==> config.mk <==
export PLATFORM = sky130hd
export DESIGN_NAME = sdram_arbiter
export DESIGN_NICKNAME = d
export VERILOG_FILES = /design/src/rtl/sdram_pkg.sv /design/src/rtl/sdram_cmd_mux.sv /design/src/rtl/sdram_arbiter.sv
export SDC_FILE = /design/constraint.sdc
export NUM_CORES = 1
export LEC_CHECK = 0
export ABC_AREA = 1
export CELL_PAD_IN_SITES_DETAIL_PLACEMENT = 1
export CELL_PAD_IN_SITES_GLOBAL_PLACEMENT = 1
export CORE_MARGIN = 2
export CORE_UTILIZATION = 23
export DETAILED_ROUTE_END_ITERATION = 16
export GPL_TIMING_DRIVEN = 0
export PLACE_DENSITY_LB_ADDON = 0.1
export SYNTH_ARGS = -nofsm -noshare
export SYNTH_HDL_FRONTEND = slang
export SYNTH_SLANG_ARGS = --single-unit
==> constraint.sdc <==
create_clock -name sclk -period 3.7 [get_ports sclk]
set_input_delay 1.11 -clock sclk [delete_from_list [all_inputs] [get_ports sclk]]
set_output_delay 1.11 -clock sclk [all_outputs]
set_load 0.02 [all_outputs]
==> src/rtl/sdram_pkg.sv <==
// sdram_pkg: shared SDRAM command encodings, arbiter states and default widths
package sdram_pkg;

    localparam int DEF_ADDR_W = 13;
    localparam int DEF_BANK_W = 2;

    localparam logic [3:0] CMD_NOP  = 4'b0111;
    localparam logic [3:0] CMD_PRE  = 4'b0010;
    localparam logic [3:0] CMD_AREF = 4'b0001;
    localparam logic [3:0] CMD_MRS  = 4'b0000;
    localparam logic [3:0] CMD_ACT  = 4'b0011;
    localparam logic [3:0] CMD_WR   = 4'b0100;
    localparam logic [3:0] CMD_RD   = 4'b0101;

    typedef enum logic [2:0] {
        S_IDLE  = 3'd0,
        S_ARBIT = 3'd1,
        S_AREF  = 3'd2,
        S_WRITE = 3'd3,
        S_READ  = 3'd4
    } state_e;

    typedef enum logic {
        G_WR = 1'b0,
        G_RD = 1'b1
    } grant_e;

endpackage

==> src/rtl/sdram_cmd_mux.sv <==
// sdram_cmd_mux: selects the owning engine's command, address and bank for the SDRAM pins
module sdram_cmd_mux
    import sdram_pkg::*;
#(
    parameter int ADDR_W = DEF_ADDR_W,
    parameter int BANK_W = DEF_BANK_W
) (
    input  state_e            state_i,
    input  logic [3:0]        init_cmd_i,
    input  logic [ADDR_W-1:0] init_addr_i,
    input  logic [3:0]        aref_cmd_i,
    input  logic [ADDR_W-1:0] aref_addr_i,
    input  logic [3:0]        wr_cmd_i,
    input  logic [ADDR_W-1:0] wr_addr_i,
    input  logic [BANK_W-1:0] wr_bank_i,
    input  logic [3:0]        rd_cmd_i,
    input  logic [ADDR_W-1:0] rd_addr_i,
    input  logic [BANK_W-1:0] rd_bank_i,
    output logic [3:0]        cmd_o,
    output logic [ADDR_W-1:0] addr_o,
    output logic [BANK_W-1:0] bank_o
);

    // arbitration and unused encodings drive NOP; init and refresh carry no bank
    always_comb begin
        cmd_o  = CMD_NOP;
        addr_o = '0;
        bank_o = '0;
        case (state_i)
            S_IDLE: begin
                cmd_o  = init_cmd_i;
                addr_o = init_addr_i;
            end
            S_AREF: begin
                cmd_o  = aref_cmd_i;
                addr_o = aref_addr_i;
            end
            S_WRITE: begin
                cmd_o  = wr_cmd_i;
                addr_o = wr_addr_i;
                bank_o = wr_bank_i;
            end
            S_READ: begin
                cmd_o  = rd_cmd_i;
                addr_o = rd_addr_i;
                bank_o = rd_bank_i;
            end
            default: ;
        endcase
    end

endmodule

==> src/rtl/sdram_arbiter.sv <==
// sdram_arbiter: grants init/refresh/write/read engines the SDRAM bus with a completion watchdog
module sdram_arbiter
    import sdram_pkg::*;
#(
    parameter int END_TIMEOUT = 1023,
    parameter int ADDR_W      = DEF_ADDR_W,
    parameter int BANK_W      = DEF_BANK_W
) (
    input  logic              sclk,
    input  logic              s_rst,
    input  logic              init_done,
    input  logic [3:0]        init_cmd,
    input  logic [ADDR_W-1:0] init_addr,
    input  logic              aref_req,
    input  logic              aref_end,
    input  logic [3:0]        aref_cmd,
    input  logic [ADDR_W-1:0] aref_addr,
    input  logic              wr_req,
    input  logic              wr_end,
    input  logic [3:0]        wr_cmd,
    input  logic [ADDR_W-1:0] wr_addr,
    input  logic [BANK_W-1:0] wr_bank,
    input  logic              rd_req,
    input  logic              rd_end,
    input  logic [3:0]        rd_cmd,
    input  logic [ADDR_W-1:0] rd_addr,
    input  logic [BANK_W-1:0] rd_bank,
    output logic              aref_en,
    output logic              wr_en,
    output logic              rd_en,
    output logic              aref_pending,
    output logic [3:0]        sdram_cmd,
    output logic [ADDR_W-1:0] sdram_addr,
    output logic [BANK_W-1:0] sdram_bank,
    output logic              timeout_err
);

    localparam int WD_W = $clog2(END_TIMEOUT + 1);

    state_e          state_q, state_d;
    grant_e          last_q, last_d;
    logic [WD_W-1:0] wd_q, wd_d;
    logic            err_q, err_d;
    logic            pend_q, pend_d;
    logic            aref_en_q, wr_en_q, rd_en_q;
    logic            active, act_end, wd_fire;

    assign active  = state_q == S_AREF | state_q == S_WRITE | state_q == S_READ;
    assign act_end = (state_q == S_AREF & aref_end) | (state_q == S_WRITE & wr_end) |
                     (state_q == S_READ & rd_end);
    assign wd_fire = active & wd_q == WD_W'(END_TIMEOUT - 1);

    // next state: refresh first, then write/read with alternation on a tie; engine end beats the watchdog
    always_comb begin
        state_d = state_q;
        last_d  = last_q;
        err_d   = err_q;
        case (state_q)
            S_IDLE:  state_d = init_done ? S_ARBIT : S_IDLE;
            S_ARBIT: state_d = aref_req          ? S_AREF :
                               wr_req & rd_req   ? (last_q == G_RD ? S_WRITE : S_READ) :
                               wr_req            ? S_WRITE :
                               rd_req            ? S_READ : S_ARBIT;
            S_AREF, S_WRITE, S_READ: begin
                if (act_end) begin
                    state_d = S_ARBIT;
                end else if (wd_fire) begin
                    state_d = S_ARBIT;
                    err_d   = 1'b1;
                end
            end
            default: state_d = S_IDLE;
        endcase
        last_d = state_q == S_ARBIT & state_d == S_WRITE ? G_WR :
                 state_q == S_ARBIT & state_d == S_READ  ? G_RD : last_d;
        wd_d   = active & state_d == state_q ? wd_q + 1'b1 : '0;
        pend_d = aref_req & (state_q == S_WRITE | state_q == S_READ) & state_d == state_q;
    end

    // state, watchdog and grant registers; grants track the state being entered
    always_ff @(posedge sclk or posedge s_rst) begin
        if (s_rst) begin
            state_q   <= S_IDLE;
            last_q    <= G_RD;
            wd_q      <= '0;
            err_q     <= 1'b0;
            pend_q    <= 1'b0;
            aref_en_q <= 1'b0;
            wr_en_q   <= 1'b0;
            rd_en_q   <= 1'b0;
        end else begin
            state_q   <= state_d;
            last_q    <= last_d;
            wd_q      <= wd_d;
            err_q     <= err_d;
            pend_q    <= pend_d;
            aref_en_q <= state_d == S_AREF;
            wr_en_q   <= state_d == S_WRITE;
            rd_en_q   <= state_d == S_READ;
        end
    end

    assign aref_en      = aref_en_q;
    assign wr_en        = wr_en_q;
    assign rd_en        = rd_en_q;
    assign aref_pending = pend_q;
    assign timeout_err  = err_q;

    sdram_cmd_mux #(
        .ADDR_W(ADDR_W),
        .BANK_W(BANK_W)
    ) u_mux (
        .state_i    (state_q),
        .init_cmd_i (init_cmd),
        .init_addr_i(init_addr),
        .aref_cmd_i (aref_cmd),
        .aref_addr_i(aref_addr),
        .wr_cmd_i   (wr_cmd),
        .wr_addr_i  (wr_addr),
        .wr_bank_i  (wr_bank),
        .rd_cmd_i   (rd_cmd),
        .rd_addr_i  (rd_addr),
        .rd_bank_i  (rd_bank),
        .cmd_o      (sdram_cmd),
        .addr_o     (sdram_addr),
        .bank_o     (sdram_bank)
    );

endmodule

==> flow_summary.ini <==
[run_status]
status = complete, no violations

[floorplanning]
initial_core_util_pct = 23.7
io_pins = 105
core_area_mm2 = 0.00589
row_count = 28
fp.dieH_um = 81.9
die-area_mm2 = 0.00670
die_w_um = 81.9

[detailed_routing]
firstDrtPassIters = 4
drc = 0
wl_um = 5580
antenna_left = 0
vias = 1794
first_iter_violations = 54
wl_per_cell_um = 14.4
routed_via_density = 4.61

[sta]
rsz0062_at_grt = no
period_share_pct = 95.2
finalSetupTns_ns = 0
fin_skew_ns = 0.00466
finalCriticalPeriod_ns = 3.52
slew_violations = 0
max_freq_mhz = 284
holdWs_ns = 0.498
worst_pin_slew_ns = 0.698
final_hold_viol_count = 0
setup_viol = 0
max-slew-margin-rel_pct = 53.4

[clocking]
clk_path_buf_depth = 2
tritoncts = yes
cts.root.buffer_cell = clkbuf_8
path_clk_slew_ns = 0.06
h-tree-depth = 1
cts_setup_buffers = 0
hold_buffers = 0
clock_latency_ns = 0.25
cts-buffers-inserted = 3
clkSinkCount = 19

[synthesis]
synth.area.mux_share_pct = 0
synth-compound-area-share_pct = 7.80
ys_ff_latch = 19
synthAdderAreaFrac_pct = 1.79
synth_top_area_share_pct = 32.3
yosys.area_share.simple_pct = 44.1
yosysWarnings = 0
synth.avg_cell_area_um2 = 6.77
ys_top_cells_by_area = dfrtp_1, nand2_1, nand3_1
synth_cell_types = 26
synth_area_leader_cell = dfrtp_1
synth_nets = 289
syn-cell-area_mm2 = 0.00140
synth-seq-area-share_pct = 34.2
synth_top_family_by_area = simple AND/OR/NAND/NOR gates
synthCells = 206
synth_xor_xnor_area_share_pct = 5.02

[global_routing]
grt_usage_pct = 16.9
grt_pass1_wl_um = 8590
antenna_found_initial = 0
globalRouteOverflowTotal = 0
grt_pass1_vias = 1901
grt_start_max_net_pins = 20

[setup_path]
critPathKind = primary input to primary output
crit_chain = clkdlybuf4s50_1 -> nand3_1 -> nand4_1 -> clkdlybuf4s50_1
path_depth = 4
critPathSlowestCell = clkdlybuf4s50_1
crit_required_ns = 2.59
cp-start-kind = primary input
crit_family = buffers and inverters
path_buf_inv = 2
crit_path_max_incr_delay_ns = 0.63
crit_path_max_fanout = 1
cp.arrival_ns = 2.41
crit_path_end_kind = primary output
cp_common_cell = clkdlybuf4s50_1
reg2reg_depth = 9

[worst_hold_path]
hold_depth = 2
min_path_type = flop to flop

[power]
leakagePower_nw = 1.12
power_density_mw_per_mm2 = 589
irDropWorstVdd_mv = 0.227

[flow_run]
maxCapViolCount = 0

[final_layout]
nets = 398
n_antenna_cell = 0
synthToLayoutAreaGrowth_pct = 86.3
layout-drive-gt1-share_pct = 5.73
n_fill_cell = 748

[placed_design]
gp_congestion = 0.727
io_buffers = 104
dp_hpwl_um = 4820
## state kept, by name, summed over array words and instances, names as in the netlist
signal        count
aref_en           1
aref_pending      1
last_q            1
rd_en             1
state_q           3
timeout_err       1
wd_q             10
wr_en             1
## layer usage
layer  routed length [um]  track usage (%)
met1                 2160             17.2
met2                 2750             30.4
met3                  600             7.91
met4                   71             5.50
met5                    0                0
## report_power, final
| part | internal (W) | switching [W] | total (W) | leakage (nW) |
|---|---|---|---|---|
| combinational | 0.000471 | 0.000638 | 0.00111 | 0.844 |
| sequential | 0.000247 | 0.0000360 | 0.000283 | 0.253 |
| clock | 0.0000765 | 0.0000630 | 0.000139 | 0.0228 |
| total | 0.000795 | 0.000737 | 0.00153 | 1.12 |
## cells by family (layout without fill, tap and decap cells)
group,count (synthesis),after routing
AOI/OAI and AO/OA,17,17
xor gates and xnor gates,8,8
adders and majority gates,2,2
buffers and inverters,26,134
DFF,19,19
and+or+nand+nor,134,134
## cell usage after synthesis, drive strengths merged
cell type	count
a21oi	5
a221oi	1
a22o	2
a32o	2
buf	2
clkbuf	5
dfrtp	18
dfstp	1
ha	2
inv	19
nand2	65
nand3	31
nand4	17
nor2	20
nor3	1
o21ai	6
o21bai	1
xnor2	3
xor2	5
## layout by cell type, fill, tap and decap left out
| cell type | netlist | final |
|---|---|---|
| a21oi_1 | 5 | 5 |
| a221oi_1 | 1 | 1 |
| a22o_1 | 2 | 2 |
| a32o_1 | 2 | 2 |
| buf_2 | 1 | 1 |
| clkbuf_1 | 5 | 2 |
| clkbuf_2 | 0 | 4 |
| clkbuf_4 | 0 | 1 |
| clkbuf_8 | 0 | 3 |
| clkdlybuf4s50_1 | 0 | 100 |
| dfrtp_1 | 18 | 18 |
| dfstp_2 | 1 | 1 |
| dlymetal6s2s_1 | 0 | 4 |
| ha_1 | 2 | 2 |
| inv_1 | 17 | 17 |
| inv_2 | 2 | 2 |
| nand2_1 | 63 | 63 |
| nand2_2 | 2 | 2 |
| nand3_1 | 30 | 30 |
| nand3_2 | 1 | 1 |
| nand4_1 | 16 | 16 |
| nand4_4 | 1 | 1 |
| nor2_1 | 18 | 18 |
| nor2_2 | 2 | 1 |
| nor2_4 | 0 | 1 |
| nor3_1 | 1 | 1 |
| o21ai_0 | 5 | 5 |
| o21ai_1 | 1 | 1 |
| o21bai_1 | 1 | 1 |
| xnor2_1 | 3 | 3 |
| xor2_1 | 5 | 5 |
## stage by stage
| stage | utilization, % | instances | power, W | setup WS [ns] | cell area, um^2 |
|---|---|---|---|---|---|
| 6_report | 44.2 | 389 | 0.00153 | 0.178 | 2600 |
| 5_1_grt | 44.2 | 389 | 0.00166 | 0.0256 | 2600 |
| 4_1_cts | 43.8 | 389 | 0.00156 | 0.0378 | 2580 |
| 3_5_place_dp | 43.0 | 385 | 0.00141 | 0.0505 | 2530 |
| 3_3_place_gp | 43.0 | 385 | 0.00140 | 0.0492 | 2530 |
| 2_1_floorplan | - | 206 | 0.000892 | 0.957 | 1400 |
## final cells by class
cell class,count,area [um^2],share of cell area [%]
clock buffers,4,45.0,1.73
multi-input cells,161,825,31.7
well taps,75,93.8,3.61
inverters,19,71.3,2.74
repair buffers,104,1050,40.4
flip-flops and latches,19,477,18.3
plain buffers,7,36.3,1.40
## what timing repair did
| action | CTS | global route |
|---|---|---|
| endpoints found under the hold margin | 0 | 0 |
| setup endpoints to repair | 11 | 14 |
| resized for setup | 3 | 10 |
## worst register-to-register path: stages, from the launching register on
cell	delay [ns]
dfrtp_1	0.45
nor2_1	0.20
nand2_1	0.14
nand2_2	0.13
nand3_2	0.12
nand3_1	0.11
nand2_1	0.07
nand3_1	0.14
nand4_4	0.19
nor2_1	0.14
## path summary, 6_finish.rpt
check	start	to	slack, ns
setup / recovery	aref_addr[1]	sdram_addr[1]	0.18
hold / removal	last_q$_DFFE_PP1P_	last_q$_DFFE_PP1P_	0.50
setup reg to reg	state_q[1]$_DFF_PP0_	wd_q[6]$_DFF_PP0_	1.94
hold reg to reg	last_q$_DFFE_PP1P_	last_q$_DFFE_PP1P_	0.50
max in group asynchronous	s_rst	wd_q[8]$_DFF_PP0_	1.99
min in group asynchronous	s_rst	wd_q[4]$_DFF_PP0_	1.27
Power figures use the tool's default switching activity.
==> RTL edit 1, RTL diff (same flow settings) <==
Set the parameter `END_TIMEOUT` to 511 (it was 1023).
--- a/src/rtl/sdram_arbiter.sv
+++ b/src/rtl/sdram_arbiter.sv
@@ -2,7 +2,7 @@
 module sdram_arbiter
     import sdram_pkg::*;
 #(
-    parameter int END_TIMEOUT = 1023,
+    parameter int END_TIMEOUT = 511,
     parameter int ADDR_W      = DEF_ADDR_W,
     parameter int BANK_W      = DEF_BANK_W
 ) (
Behaviour: same outputs for any inputs over 10 cycles, from zero or initial values and one cycle with s_rst high; that may be too few to reach the edited logic, so the function may still have changed.
==> RTL edit 1 against the unedited design <==
Total power decreased by 2.7%; routed wire length decreased by 5.4%; combinational power decreased by 5%; final area decreased by 0.91%; worst setup slack improved by 0.051 ns; sequential cell count decreased by 1; highest routed layer unchanged; area after synthesis decreased by 1.3%; critical path depth increased by 1; register-to-register slack improved by 0.05 ns.
==> RTL edit 1: results (changes against the unedited design) <==
outcome: completed
post-CTS sizing: 1 (-2)
flop2flop setup slack: 1.99 ns (+0.05 ns)
Syn Nets: 279 (-3.5%)
reg2reg end: wd_q[4]
# diodes: 0 (unchanged)
hold_sp: timeout_err
WP data arrival: 2.36 ns (-0.05 ns)
setup bufs post-CTS: 0 (unchanged)
first-pass GRT wire length: 8220 microns (-4.3%)
vias after detailed routing: 1719 (-4.2%)
XOR/XNOR Fraction of Synth Area: 4.45% (-0.57 points)
dpl hpwl: 4390 microns (-9.0%)
Setup WS post-layout: 0.229 ns (+0.0507 ns)
FF-to-FF path depth: 10 (+1)
largest registers: wd_q: 9 flops, state_q: 3 flops
die area: 6620 sq um (-1.3%)
PortBufs: 104 (unchanged)
# fillers: 729 (-2.5%)
CTS Buffer Depth: 2 (unchanged)
Min-Delay Endpoint: timeout_err
Post-DP Area: 2510 sq um (-0.74%)
CTS buffer count: 3 (unchanged)
Post-synth EDFFs: 0 (unchanged)
ys async rst share: 100% (unchanged)
Synth area leaders: dfrtp_1 31%, nand2_1 22%, nand4_1 8.2%
Synth cell types: 29 (+12%)
Slowest-stage cell, CP: clkdlybuf4s50_1
Finished Layout Cells: 379 (-2.6%)
Setup crit end: sdram_cmd[1]
Hold Path Cell Cnt: 1 (-1)
CP startpoint: wr_cmd[1]
Tot GR Track Use: 15.9% (-0.96 points)
Placement Setup Slack: -0.0214 ns (-0.0719 ns)
Cells after Synth: 196 (-4.9%)
actual slew at the worst max-slew pin: 0.694 ns (-0.00427 ns)
wire per inst: 13.9 microns (-2.9%)
R2R Path Start: wd_q[0]
ys flop type: dfrtp_1
final instance area: 2570 sq um (-0.91%)
Synth Area in Compound Gates: 8.73% (+0.92 points)
adder-cell share of the synthesized area: 1.82% (+0.024 points)
Max IR drop VDD: 0.000215 V (-5.3%)
Syn. warnings: 0 (unchanged)
fin nets: 388 (-2.5%)
drt initial violations: 36 (-33%)
share of cells above drive strength 1: 11.8% (+6.1 points)
CP peak stage delay: 0.41 ns (-0.22 ns)
skew final: 0.00158 ns (-0.00308 ns)
GP Congestion: 0.734 (+0.91%)
Detailed Routing Iterations Pass 1: 2 (-2)
top cells by count, synth: 79 x nand2_1, 18 x nand4_1, 17 x dfrtp_1, 10 x nand3_1, 10 x nor2_2
Seq/Total Area, Yosys: 32.8% (-1.4 points)
number of H-tree levels: 1 (unchanged)
P_leak: 1.09 nW (-2.6%)
clk slew on worst S/H paths: 0.07 ns
hold_ws: 0.490 ns (-0.00830 ns)
largest net degree at the start of global routing: 19 (-5.0%)
[RTL edit 1: changes by cell type in the layout (fill, tap and decap cells not counted), sizes merged, moves of 3 or more]
cell,unedited run,this run
nor2,20,17
a22o,2,5
nand3,31,11
nand2,65,83
inv,19,14
[RTL edit 1: metal layers]
layer | wire length [microns] | up-vias | GRT usage [%]
met4 | 45 | 0 | 2.54
li1 | - | 864 | -
met1 | 2030 | 805 | 18.1
met2 | 2950 | 48 | 30.8
met3 | 262 | 2 | 3.11
met5 | 0 | - | 0
[RTL edit 1: cell type report]
class                   count  share of cell area (%)
plain buffers               7                    1.65
multi-input cells         156                    32.3
flip-flops and latches     18                    17.5
clock buffers               4                    2.14
well taps                  75                    3.64
inverters                  15                    2.19
repair buffers            104                    40.6
[RTL edit 1: report_power, final]
group	total, W	switching [W]	internal [W]
sequential	0.000271	0.0000335	0.000238
combinational	0.00106	0.000594	0.000463
clock	0.000162	0.0000677	0.0000945
==> RTL edit 2, RTL diff (same settings) <==
Made on the original files. `wd_q` no longer has a reset.
--- a/src/rtl/sdram_arbiter.sv
+++ b/src/rtl/sdram_arbiter.sv
@@ -82,7 +82,6 @@
         if (s_rst) begin
             state_q   <= S_IDLE;
             last_q    <= G_RD;
-            wd_q      <= '0;
             err_q     <= 1'b0;
             pend_q    <= 1'b0;
             aref_en_q <= 1'b0;
@@ -91,13 +90,16 @@
         end else begin
             state_q   <= state_d;
             last_q    <= last_d;
-            wd_q      <= wd_d;
             err_q     <= err_d;
             pend_q    <= pend_d;
             aref_en_q <= state_d == S_AREF;
             wr_en_q   <= state_d == S_WRITE;
             rd_en_q   <= state_d == S_READ;
         end
+    end
+
+    always_ff @(posedge sclk) begin
+        wd_q <= wd_d;
     end
 
     assign aref_en      = aref_en_q;
Function: no difference found for any inputs over 10 cycles, from zero or initial values and one cycle with s_rst high; that may be too few to reach the edited logic, so the function may still have changed.
==> RTL edit 2 against the unedited design <==
Area after synthesis grew 1.3%; global-route usage shrank 1.4 points; routed wire length shrank 0.90%; final area is essentially flat; clock power grew 6%; sequential cell count is the same; total power grew 4.7%; worst setup slack gained 0.017 ns; critical path type is now flop to output port; critical endpoint is now sdram_addr[5].
==> RTL edit 2: results (changes against the unedited design) <==
largest net degree at the start of global routing: 13 (-35%)
Placement Setup Slack: 0.00157 ns (-0.0489 ns)
Seq/Total Area, Yosys: 30.2% (-4.0 points)
Synth Area in Compound Gates: 9.92% (+2.1 points)
wire per inst: 14.4 microns (+0.13%)
Clock buf/inv share: 1.88% (+0.14 points)
Hold Path Cell Cnt: 1 (-1)
Non-clock buffers, area share: 41.2% (-0.65 points)
Max IR drop VDD: 0.000218 V (-3.8%)
post-synthesis mux area share: 0% (unchanged)
Tot GR Track Use: 15.5% (-1.4 points)
final design utilization: 43.9% (-0.24 points)
skew final: 0.00321 ns (-0.00145 ns)
Synth cell types: 32 (+23%)
drt initial violations: 24 (-56%)
adder-cell share of the synthesized area: 1.77% (-0.022 points)
Switch Pwr: 0.000778 W (+5.6%)
fraction of area in multi-input gates: 34.0% (+2.3 points)
Slowest-stage cell, CP: clkdlybuf4s50_1
Syn Area/Cell: 6.99 sq um (+3.3%)
inverters: 20 (+1)
top cells by count, synth: 73 x nand2_1, 17 x inv_1, 16 x nand4_1, 13 x nor2_2, 10 x dfxtp_1
placed cell count: 381 (-1.0%)
Multi-In Gates: 157 (-2.5%)
Seq/total area: 16.4% (-1.9 points)
Syn Nets: 285 (-1.4%)
Synth area leaders: nand2_1 19%, dfrtp_1 14%, dfxtp_1 14%
Signal buffers: 110 (-0.90%)
XOR/XNOR Fraction of Synth Area: 4.96% (-0.062 points)
GP Congestion: 0.784 (+7.9%)
P_leak: 1.06 nW (-4.9%)
first-pass GRT wire length: 8170 microns (-4.9%)
outcome: completed
Slew headroom: 68.8% (+15 points)
ys async rst share: 47.4% (-53 points)
clock buffer count: 3 (-1)
Routed WL: 5530 microns (-0.90%)
Post-DP Area: 2550 sq um (+0.69%)
==> RTL edit 2: routing by layer <==
layer / global-route usage (%) / part of all wire (%) / up-vias
li1: - / - / 874
met5: 0 / 0 / -
met2: 26.8 / 50 / 53
met1: 19.6 / 40 / 793
met3: 4.13 / 9.2 / 6
met4: 2.83 / 0.99 / 0
==> RTL edit 2: power groups by stage <==
stage                     combinational, W  sequential [W]  clock (W)
after detailed placement           0.00121        0.000284          0
after CTS                          0.00120        0.000279   0.000157
final                              0.00118        0.000280   0.000147
after global routing               0.00129        0.000286   0.000170
after global placement             0.00121        0.000284          0
after floorplan                   0.000678        0.000294          0
==> RTL edit 2: worst paths after layout <==
check / end / start / slack, ns
max in group asynchronous: last_q / s_rst / 2.28
min in group asynchronous: wr_en / s_rst / 1.12
max reg2reg: wd_q[4] / state_q[1] / 1.94
min: wd_q[0] / wd_q[0] / 0.48
min reg2reg: wd_q[0] / wd_q[0] / 0.48
max: sdram_addr[5] / state_q[0] / 0.20
